## config.mk

```make
export PLATFORM = sky130hd
export DESIGN_NAME = sysmem_arb
export DESIGN_NICKNAME = d
export VERILOG_FILES = /design/src/rtl/sysmem_arb.sv
export SDC_FILE = /design/constraint.sdc
export NUM_CORES = 1
export LEC_CHECK = 0
export CAP_MARGIN = 20
export CORE_MARGIN = 10
export CORE_UTILIZATION = 45
export DETAILED_ROUTE_END_ITERATION = 8
export GPL_TIMING_DRIVEN = 0
export PLACE_DENSITY = 0.87
export SLEW_MARGIN = 15
export SYNTH_ARGS = -nofsm -noshare
export SYNTH_HDL_FRONTEND = slang
export SYNTH_SLANG_ARGS = --single-unit
```

## constraint.sdc

```tcl
create_clock -name clka -period 4.8 [get_ports clka]
set_input_delay 0.72 -clock clka [delete_from_list [all_inputs] [get_ports clka]]
set_output_delay 0.72 -clock clka [all_outputs]
set_load 0.005 [all_outputs]
```

## src/rtl/sysmem_arb.sv

```systemverilog
// sysmem_arb: shares one 1024x8 single-port RAM between a 32-bit CPU word
// port (four byte-lane cycles per word) and an 8-bit loader byte port.
// Ports: clka/rsta clock and async reset; cpu_* word request/response;
// ld_* byte request/response; ram_* drive and read the RAM port.
module sysmem_arb #(
    parameter int ADDR_W    = 10,
    parameter int CPU_FIRST = 1
) (
    input  logic              clka,
    input  logic              rsta,
    input  logic              cpu_valid,
    input  logic [ADDR_W-3:0] cpu_addr,
    input  logic [31:0]       cpu_wdata,
    input  logic [3:0]        cpu_wstrb,
    output logic              cpu_ready,
    output logic [31:0]       cpu_rdata,
    input  logic              ld_valid,
    input  logic              ld_we,
    input  logic [ADDR_W-1:0] ld_addr,
    input  logic [7:0]        ld_wdata,
    output logic              ld_ready,
    output logic [7:0]        ld_rdata,
    output logic [ADDR_W-1:0] ram_addr,
    output logic [7:0]        ram_dia,
    output logic              ram_cea,
    output logic              ram_wea,
    input  logic [7:0]        ram_doa
);

    typedef enum logic [2:0] {
        IDLE,
        CPU_ACC,
        CPU_END,
        LD_ACC,
        LD_END
    } state_t;

    // Last-granted flag starts pointing at the port that must lose the
    // first contention.
    localparam logic LAST_CPU_RST = (CPU_FIRST == 0);

    state_t      state_q, state_d;
    logic [1:0]  cnt_q, cnt_d;
    logic        last_cpu_q, last_cpu_d;
    logic        cpu_ready_q, cpu_ready_d;
    logic        ld_ready_q, ld_ready_d;
    logic [31:0] cpu_rdata_q, cpu_rdata_d;
    logic [7:0]  ld_rdata_q, ld_rdata_d;
    logic [1:0]  lane;
    logic        cea_c, wea_c;
    logic [ADDR_W-1:0] addr_c;
    logic [7:0]  dia_c;

    always_ff @(posedge clka or posedge rsta) begin
        if (rsta) begin
            state_q     <= IDLE;
            cnt_q       <= 2'd0;
            last_cpu_q  <= LAST_CPU_RST;
            cpu_ready_q <= 1'b0;
            ld_ready_q  <= 1'b0;
            cpu_rdata_q <= 32'd0;
            ld_rdata_q  <= 8'd0;
        end else begin
            state_q     <= state_d;
            cnt_q       <= cnt_d;
            last_cpu_q  <= last_cpu_d;
            cpu_ready_q <= cpu_ready_d;
            ld_ready_q  <= ld_ready_d;
            cpu_rdata_q <= cpu_rdata_d;
            ld_rdata_q  <= ld_rdata_d;
        end
    end

    always_comb begin
        state_d     = state_q;
        cnt_d       = cnt_q;
        last_cpu_d  = last_cpu_q;
        cpu_ready_d = 1'b0;
        ld_ready_d  = 1'b0;
        cpu_rdata_d = cpu_rdata_q;
        ld_rdata_d  = ld_rdata_q;
        lane        = cnt_q - 2'd1;
        cea_c       = 1'b0;
        wea_c       = 1'b0;
        addr_c      = '0;
        dia_c       = 8'd0;
        case (state_q)
            IDLE: begin
                if (cpu_valid && (!ld_valid || !last_cpu_q)) begin
                    state_d    = CPU_ACC;
                    cnt_d      = 2'd0;
                    last_cpu_d = 1'b1;
                end else if (ld_valid) begin
                    state_d    = LD_ACC;
                    last_cpu_d = 1'b0;
                end
            end
            CPU_ACC: begin
                cea_c  = 1'b1;
                addr_c = {cpu_addr, cnt_q};
                dia_c  = cpu_wdata[{cnt_q, 3'b000} +: 8];
                wea_c  = cpu_wstrb[cnt_q];
                // RAM data lags the address by one cycle.
                if (cnt_q != 2'd0)
                    cpu_rdata_d[{lane, 3'b000} +: 8] = ram_doa;
                cnt_d = cnt_q + 2'd1;
                if (cnt_q == 2'd3) begin
                    state_d     = CPU_END;
                    cpu_ready_d = 1'b1;
                end
            end
            CPU_END: begin
                cpu_rdata_d[31:24] = ram_doa;
                state_d            = IDLE;
            end
            LD_ACC: begin
                cea_c      = 1'b1;
                addr_c     = ld_addr;
                dia_c      = ld_wdata;
                wea_c      = ld_we;
                state_d    = LD_END;
                ld_ready_d = 1'b1;
            end
            LD_END: begin
                ld_rdata_d = ram_doa;
                state_d    = IDLE;
            end
            default: state_d = IDLE;
        endcase
    end

    // The final byte only arrives in the ready cycle, so it is forwarded
    // from the RAM output then; the flop holds the full word afterwards.
    assign cpu_ready = cpu_ready_q;
    assign cpu_rdata = cpu_ready_q ? {ram_doa, cpu_rdata_q[23:0]}
                                   : cpu_rdata_q;
    assign ld_ready  = ld_ready_q;
    assign ld_rdata  = ld_ready_q ? ram_doa : ld_rdata_q;

    assign ram_cea  = cea_c & ~rsta;
    assign ram_wea  = wea_c & ~rsta;
    assign ram_addr = addr_c;
    assign ram_dia  = dia_c;

endmodule

```

# After elaboration in Yosys (flattened, before gate mapping)
# Cells that the tools add are included.
# totals
out_inout_bits,62
input_bits,75
wordCells,64
reg_bits,48
# op_classes
bitwise_logic,3
order_cmp,1
eq_ne,9
shift,3
reduce_logical,15
muxes,22
add_sub_neg,3
# op_table
op,n
32-bit 2-to-1 mux,2
32-bit bitwise mux,1
8-bit case mux with 2 select lines,2
"8-bit by 7-bit variable shift with 32-bit output, first input constant",1
32-bit by 6-bit variable part select with 8-bit output,1
8-bit by 7-bit variable part select with 32-bit output,1
10-bit case mux with 2 select lines,1
2-bit AND reduction,5
3-bit 2-to-1 mux,3
3-bit case mux with 3 select lines,1
8-bit 2-to-1 mux,1
2-bit nonzero test,4
1-bit 2-to-1 mux,7
5-bit negator with 7-bit output,1
"3-bit by 2-bit == test with 1-bit output, second input constant",2
"2-bit != test, second input constant",3
2-bit case mux with 2 select lines,1
"3-bit by 1-bit == test with 1-bit output, second input constant",1
"3-bit == test, second input constant",1
3-bit zero test,1
"2-bit by 3-bit < comparator with 1-bit output, second input constant",1
"3-bit != test, second input constant",1
"2-bit by 1-bit adder with 2-bit output, second input constant",1
1-bit AND,2
other kinds (10),11

# Depth between registers and ports, before layout
# Gate-level depths: netlist of run 1.
# depth
ltp_word,6
ltp_mapped,7
mapped_depth_nobuf,5

# Least setup slack after synthesis of run 1
# No wires, ideal clock.
# synth_path
kind,flip-flop to output port
startpoint,register cnt_q[0]
endpoint,output port ram_dia[0]
arrival_ns,1.474
path_buffers,1
stages_incl_launch_ff,4
setup_slack_ns,2.606
cell_sequence,dfrtp_1 buf_2 mux4_2 a22o_1
# synth_via
elab_chain_cells,2
# synth_rtl
item,line,text
"start, declared",43,"logic [1:0] cnt_q, cnt_d;"
"start signal, assigned",65,cnt_q <= cnt_d;
32-bit by 6-bit variable part select with 8-bit output,101,"dia_c = cpu_wdata[{cnt_q, 3'b000} +: 8];"
8-bit case mux with 2 select lines,87,case (state_q)
"end, declared",24,"output logic [7:0] ram_dia,"
# Every way passes these cells.

# Worst setup path after layout of run 1
# layout_path
startpoint,register cnt_q[0]
endpoint,output port ram_dia[1]
# Same word-level chain as after synthesis.

==> results.toml, run 1 <==
[yosys]
synth_area_leaders = "dfrtp_1, mux2_2, and4_1"
synth_nets = 312
syn_area_um2 = 2900
syn-mean-instance-area_um2 = 12.56
ys_seq_area_share_pct = 41.42
syn_inst = 231
ys_types = 30
ys_ff_latch = 48
ys.warnings.count = 0
yosysTopAreaCell = "dfrtp_1"
synth_top_area_share_pct = 41.42

[sta]
setup_ws_ns = 1.674
setup_viol = 0
post-route-period-util_pct = 65.12
max_slew_margin_pct = 55.23
setup_tns_ns = 0
skew_ns = 0.008260
rsz0062_at_grt = "false"
hold_violations = 0
tightest_slew_ns = 0.6687
drv_slew = 0
fin_crit_ns = 3.126
clock.fmax_mhz = 319.9

[power_and_ir_drop]
swShare_pct = 33.58
vdd_ir_drop_max_uv = 393.5
internal_power_mw = 1.722
seq_power_share_pct = 26.1
p_clk_share_pct = 11.2
p_per_area_nw_per_um2 = 577.5
combPwrFrac_pct = 62.7
p_leak_nw = 2.147
switchingPower_uw = 870.5
total_power_mw = 2.592

[cells_and_area]
seqCellArea_um2 = 1201
drive_above_1_share_pct = 24.20
n_fill_cell = 513
syn_to_final_growth_pct = 54.79
antennaDiodeCount = 0
fin_nets = 456
multi_input_area_um2 = 1430

[cts]
post_cts_buffers = 0
cts_hold_buf = 0
clk_path_buf_depth = 2
clockRootBuffer = "clkbuf_8"
ctsResizeCount = 0
insertion_delay_ns = 0.30
cts_num_sinks = 48
cts_tree = "done"
cts_buffers = 5
h-tree-depth = 2
clk_pin_slew_ns = 0.09

[floorplan]
dieArea_um2 = 10060
die_y_um = 100.3
rows = 29
ios = 137
chipWidth_um = 100.3
start_util_pct = 45.94
core-area_um2 = 6314

[critical_path]
cp.buffers_inverters = 2
start_kind = "flop"
cp_max_fo = 10
worst_ep_required_time_ns = 4.08
startpoint = "cnt_q[0]"
r2r-start = "cnt_q[1]"
crit_arrival_ns = 2.41
end_kind = "primary output"
worst_path_max_delay_cell = "mux4_2"
crit_family = "buffers and inverters"
crit_type = "flop to primary output"
cp_slowest_stage_delay_ns = 0.56
crit_chain = "buf_2 > mux4_2 > a22o_1 > clkdlybuf4s50_1"

[grt]
grt_pass1_vias = 2594
grt_pass1_wl_um = 14020
antenna_found_initial = 0
grt_overflow = 0
grtUsageTotal_pct = 17.69
grt_max_degree = 30

[min_path]
hp-class = "flop to flop"
hp-start = "cpu_rdata_q[10]"

[drt]
wl_per_cell_um = 19.88
via_count = 2388
drt_wl_total_um = 9004
drt_first_pass_iters = 4
remaining_drc_errors = 0
via_per_inst = 5.272
ant_nets = 0
drt_iter0_drc = 63

[placed_design]
hpwlAfterDp_um = 7347
gp_congestion = 0.8415
portBuffers = 136
pre_cts_ws_ns = 1.747

[flow_run]
maxCapViolCount = 0

[status]
status = "finished clean"
registers in the layout (all words and copies together), names as in the netlist:
name         count
last_cpu_q       1
ld_ready         1
state_q          3
ld_rdata_q       8
cnt_q            2
cpu_rdata_q     32
cpu_ready        1
power by group through the flow:
stage | combinational (mW) | sequential (mW) | clock [mW]
finish | 1.63 | 0.676 | 0.290
global route | 1.76 | 0.698 | 0.314
CTS | 1.64 | 0.677 | 0.296
detailed placement | 1.63 | 0.687 | 0
global placement | 1.60 | 0.674 | 0
floorplan | 0.888 | 0.648 | 0
stage by stage:
step	util [%]	instance area [um2]	hold slack, ns	cells
2_1_floorplan	-	2900	0.4504	231
3_3_place_gp	69.03	4358	0.4655	444
3_5_place_dp	69.34	4378	0.4674	445
4_1_cts	71.11	4489	0.4883	453
5_1_grt	71.11	4489	0.5014	453
6_report	71.11	4489	0.4841	453
cell usage after synthesis:
master    count
nand2_1       1
nor2_1        2
nor3b_4       1
a31oi_1       2
clkbuf_1      3
nand2_4       3
buf_1         2
buf_6         1
buf_2         5
a22oi_1       1
nor3_1        1
nor4b_4       1
o21ai_0       2
mux2_2       33
nor3b_1       2
nor3b_2       2
and3_1        1
a21o_1       24
mux4_2        9
ha_1          6
and2_1        1
a21boi_0      2
o311a_1       1
a22o_1       19
dfrtp_1      48
and3b_1       2
inv_1         5
and4_1       24
nor2b_1       1
buf_4        26
layer usage:
layer,vias up,share of wire [%],global-route usage [%],wire [um]
met5,-,0,0,0
met4,0,1.7,5.217,155
met3,12,5.2,4.876,465
met2,57,55,31.80,4989
met1,1174,38,19.78,3393
li1,1145,-,-,-
final timing paths:
kind	endpoint	slack, ns	cells after the start
worst min register to register	cpu_rdata_q[10]	0.48	1
worst max register to register	cpu_rdata_q[9]	2.34	6
min in group asynchronous	cpu_rdata_q[8]	0.79	2
worst min-delay path	cpu_rdata_q[10]	0.48	1
max in group asynchronous	cpu_rdata_q[2]	3.53	3
worst max-delay path	ram_dia[1]	1.67	4
cell families after synthesis:
logic type,Yosys count,synth area share [%]
mux,42,19.80
compound gates,51,13.85
simple gates,42,13.07
flops,48,41.41
fa+ha+maj,6,2.588
buf+inv,42,9.275
worst reg2reg max path: stages (launching register included):
cell and delay [ns]:
dfrtp_1 0.47, buf_1 0.47, inv_1 0.17, ha_1 0.38, nor3b_1 0.56, and4_1 0.28, a21o_1 0.09
placed cells by master, fill, tap and decap left out, drive strengths merged, types with 4 or more instances in the layout:
master	netlist	final
a21o	24	24
a22o	19	19
and4	24	24
buf	34	35
clkbuf	3	8
clkdlybuf4s50	0	136
dfrtp	48	48
ha	6	6
inv	5	5
mux2	33	33
mux4	9	9
nand2	4	4
nor3b	5	5
area by class of cell:
type	instances	area share [%]
buffer	37	5.574
timing repair buffer	137	30.77
clock buffer	5	1.533
sequential	48	26.76
clock inverter	3	0.9476
multi-input combinational	141	31.86
tap	77	2.146
inverter	5	0.4181
Power figures use the tool's default switching activity.
==> run 2, diff against run 1 <==
CORE_UTILIZATION = 42   (was 45)
PLACE_DENSITY = 0.82   (was 0.87)
clock period = 3 ns   (was 4.8 ns; I/O delays follow)
==> run 2 against run 1 <==
Net effect:
- die area is 5.7% higher
- flip-flop and latch count unchanged
- sequential share of layout area grew 0.10 points
- clock skew decreased by 0.0039 ns
- clock power is 33% higher
- via count up 1.5%
- critical path depth is the same
- non-clock buffer count unchanged
- wire length fell by 0.46%
==> results.toml, run 2 (same netlist as run 1, synthesis figures left out) <==
[status]
status = "finished clean"

[cells_and_area]
regMostFlops = "cpu_rdata_q"
fin_area_um2 = 4472
fin_nets = 456
mostFrequentLayoutCell = "clkdlybuf4s50_1"
syn_to_final_growth_pct = 54.18
largest_reg_flops = 32
mostFrequentLayoutCells = "clkdlybuf4s50_1, dfrtp_1, mux2_2"
antennaDiodeCount = 0
reg_top3 = "cpu_rdata_q (32), ld_rdata_q (8), state_q (3)"
n_fill_cell = 553
drive_above_1_share_pct = 23.67

[power_and_ir_drop]
seq_power_share_pct = 26.6
p_per_area_nw_per_um2 = 908.4
vdd_ir_drop_max_uv = 530.0
combPwrFrac_pct = 63.9
internal_power_mw = 2.697
swShare_pct = 33.60
switchingPower_mw = 1.365
p_leak_nw = 2.139
p_clk_share_pct = 9.5

[cts]
h-tree-depth = 2
cts_num_sinks = 48
clk_pin_slew_ns = 0.08
post_cts_buffers = 0
ctsResizeCount = 0
cts_tree = "done"
cts_hold_buf = 0
insertion_delay_ns = 0.29
cts_buffers = 5
clockRootBuffer = "clkbuf_8"
clk_path_buf_depth = 2

[flow_run]
maxCapViolCount = 0

[sta]
hold_violations = 0
clock.fmax_mhz = 352.8
post-route-period-util_pct = 94.48
setup_tns_ns = 0
rsz0062_at_grt = "false"
max_slew_margin_pct = 55.36
tightest_slew_ns = 0.6682
setup_viol = 0
skew_ns = 0.004316
fin_crit_ns = 2.834
drv_slew = 0

[drt]
via_count = 2424
drt_first_pass_iters = 4
remaining_drc_errors = 0
wl_per_cell_um = 19.66
via_per_inst = 5.316
ant_nets = 0
drt_wl_total_um = 8963
drt_iter0_drc = 97

[placed_design]
post_dp_cell_area_um2 = 4382
gp_congestion = 0.8250
portBuffers = 136
hpwlAfterDp_um = 7268

[floorplan]
rows = 30
die_y_um = 103.1
chipWidth_um = 103.1
core-area_um2 = 6756
start_util_pct = 42.93
ios = 137
dieArea_um2 = 10630

[critical_path]
worst_ep_required_time_ns = 2.55
start_kind = "flop"
crit_type = "flop to primary output"
cp.buffers_inverters = 2
worst_path_max_delay_cell = "mux4_2"
crit_family = "buffers and inverters"
cp_slowest_stage_delay_ns = 0.56
crit_chain = "buf_2 > mux4_2 > a22o_1 > clkdlybuf4s50_1"
cp_max_fo = 10
crit_arrival_ns = 2.38
end_kind = "primary output"

[grt]
grtUsageTotal_pct = 17.14
grt_pass1_wl_um = 13920
grt_max_degree = 30
grt_pass1_vias = 2576
antenna_found_initial = 0
grt_overflow = 0

[min_path]
hp-class = "flop to flop"
[run 2: layout make-up]
class | count | area (um2) | share of cell area, %
Sequential cell | 48 | 1201 | 26.86
Inverter | 5 | 18.77 | 0.4197
Buffer | 37 | 250.2 | 5.596
Clock buffer | 8 | 90.09 | 2.015
Multi-Input combinational cell | 141 | 1430 | 31.98
Timing Repair Buffer | 137 | 1381 | 30.89
Tap cell | 80 | 100.1 | 2.238
[run 2: path summary, 6_finish.rpt]
path                                        end  cells past startpoint  slack (ns)       startpoint
worst min register to register  cpu_rdata_q[13]                      1        0.48  cpu_rdata_q[13]
max in group asynchronous       cpu_rdata_q[12]                      3        1.98             rsta
min in group asynchronous              cnt_q[0]                      2        0.53             rsta
worst max-delay path                 ram_dia[0]                      4        0.17         cnt_q[0]
worst max register to register  cpu_rdata_q[10]                      6        0.48         cnt_q[1]
worst min-delay path            cpu_rdata_q[13]                      1        0.48  cpu_rdata_q[13]
[run 2: stage by stage]
stage	cells	util [%]	worst slack [ns]	hold WS, ns	power (mW)
after floorplan	231	-	0.9894	0.4504	2.458
final	456	66.19	0.1656	0.4823	4.062
after global placement	447	64.56	0.4712	0.4655	3.640
after CTS	456	66.19	0.1350	0.4876	4.116
after detailed placement	448	64.85	0.4667	0.4690	3.712
after global routing	456	66.19	0.01530	0.5037	4.357
[run 2: per-layer routing]
metal  global-route usage (%)  wire [um]  vias to the layer above
met3                    3.954        451                       12
met4                    3.957        123                        0
met2                    31.74       4868                       66
li1                         -          -                     1159
met1                    19.33       3519                     1187
met5                        0          0                        -
[run 2: power groups by stage]
| stage | sequential (mW) | clock (mW) | combinational (mW) |
|---|---|---|---|
| floorplan | 1.04 | 0 | 1.42 |
| detailed placement | 1.10 | 0 | 2.62 |
| global route | 1.12 | 0.428 | 2.81 |
| CTS | 1.08 | 0.396 | 2.64 |
| global placement | 1.08 | 0 | 2.56 |
| finish | 1.08 | 0.386 | 2.60 |
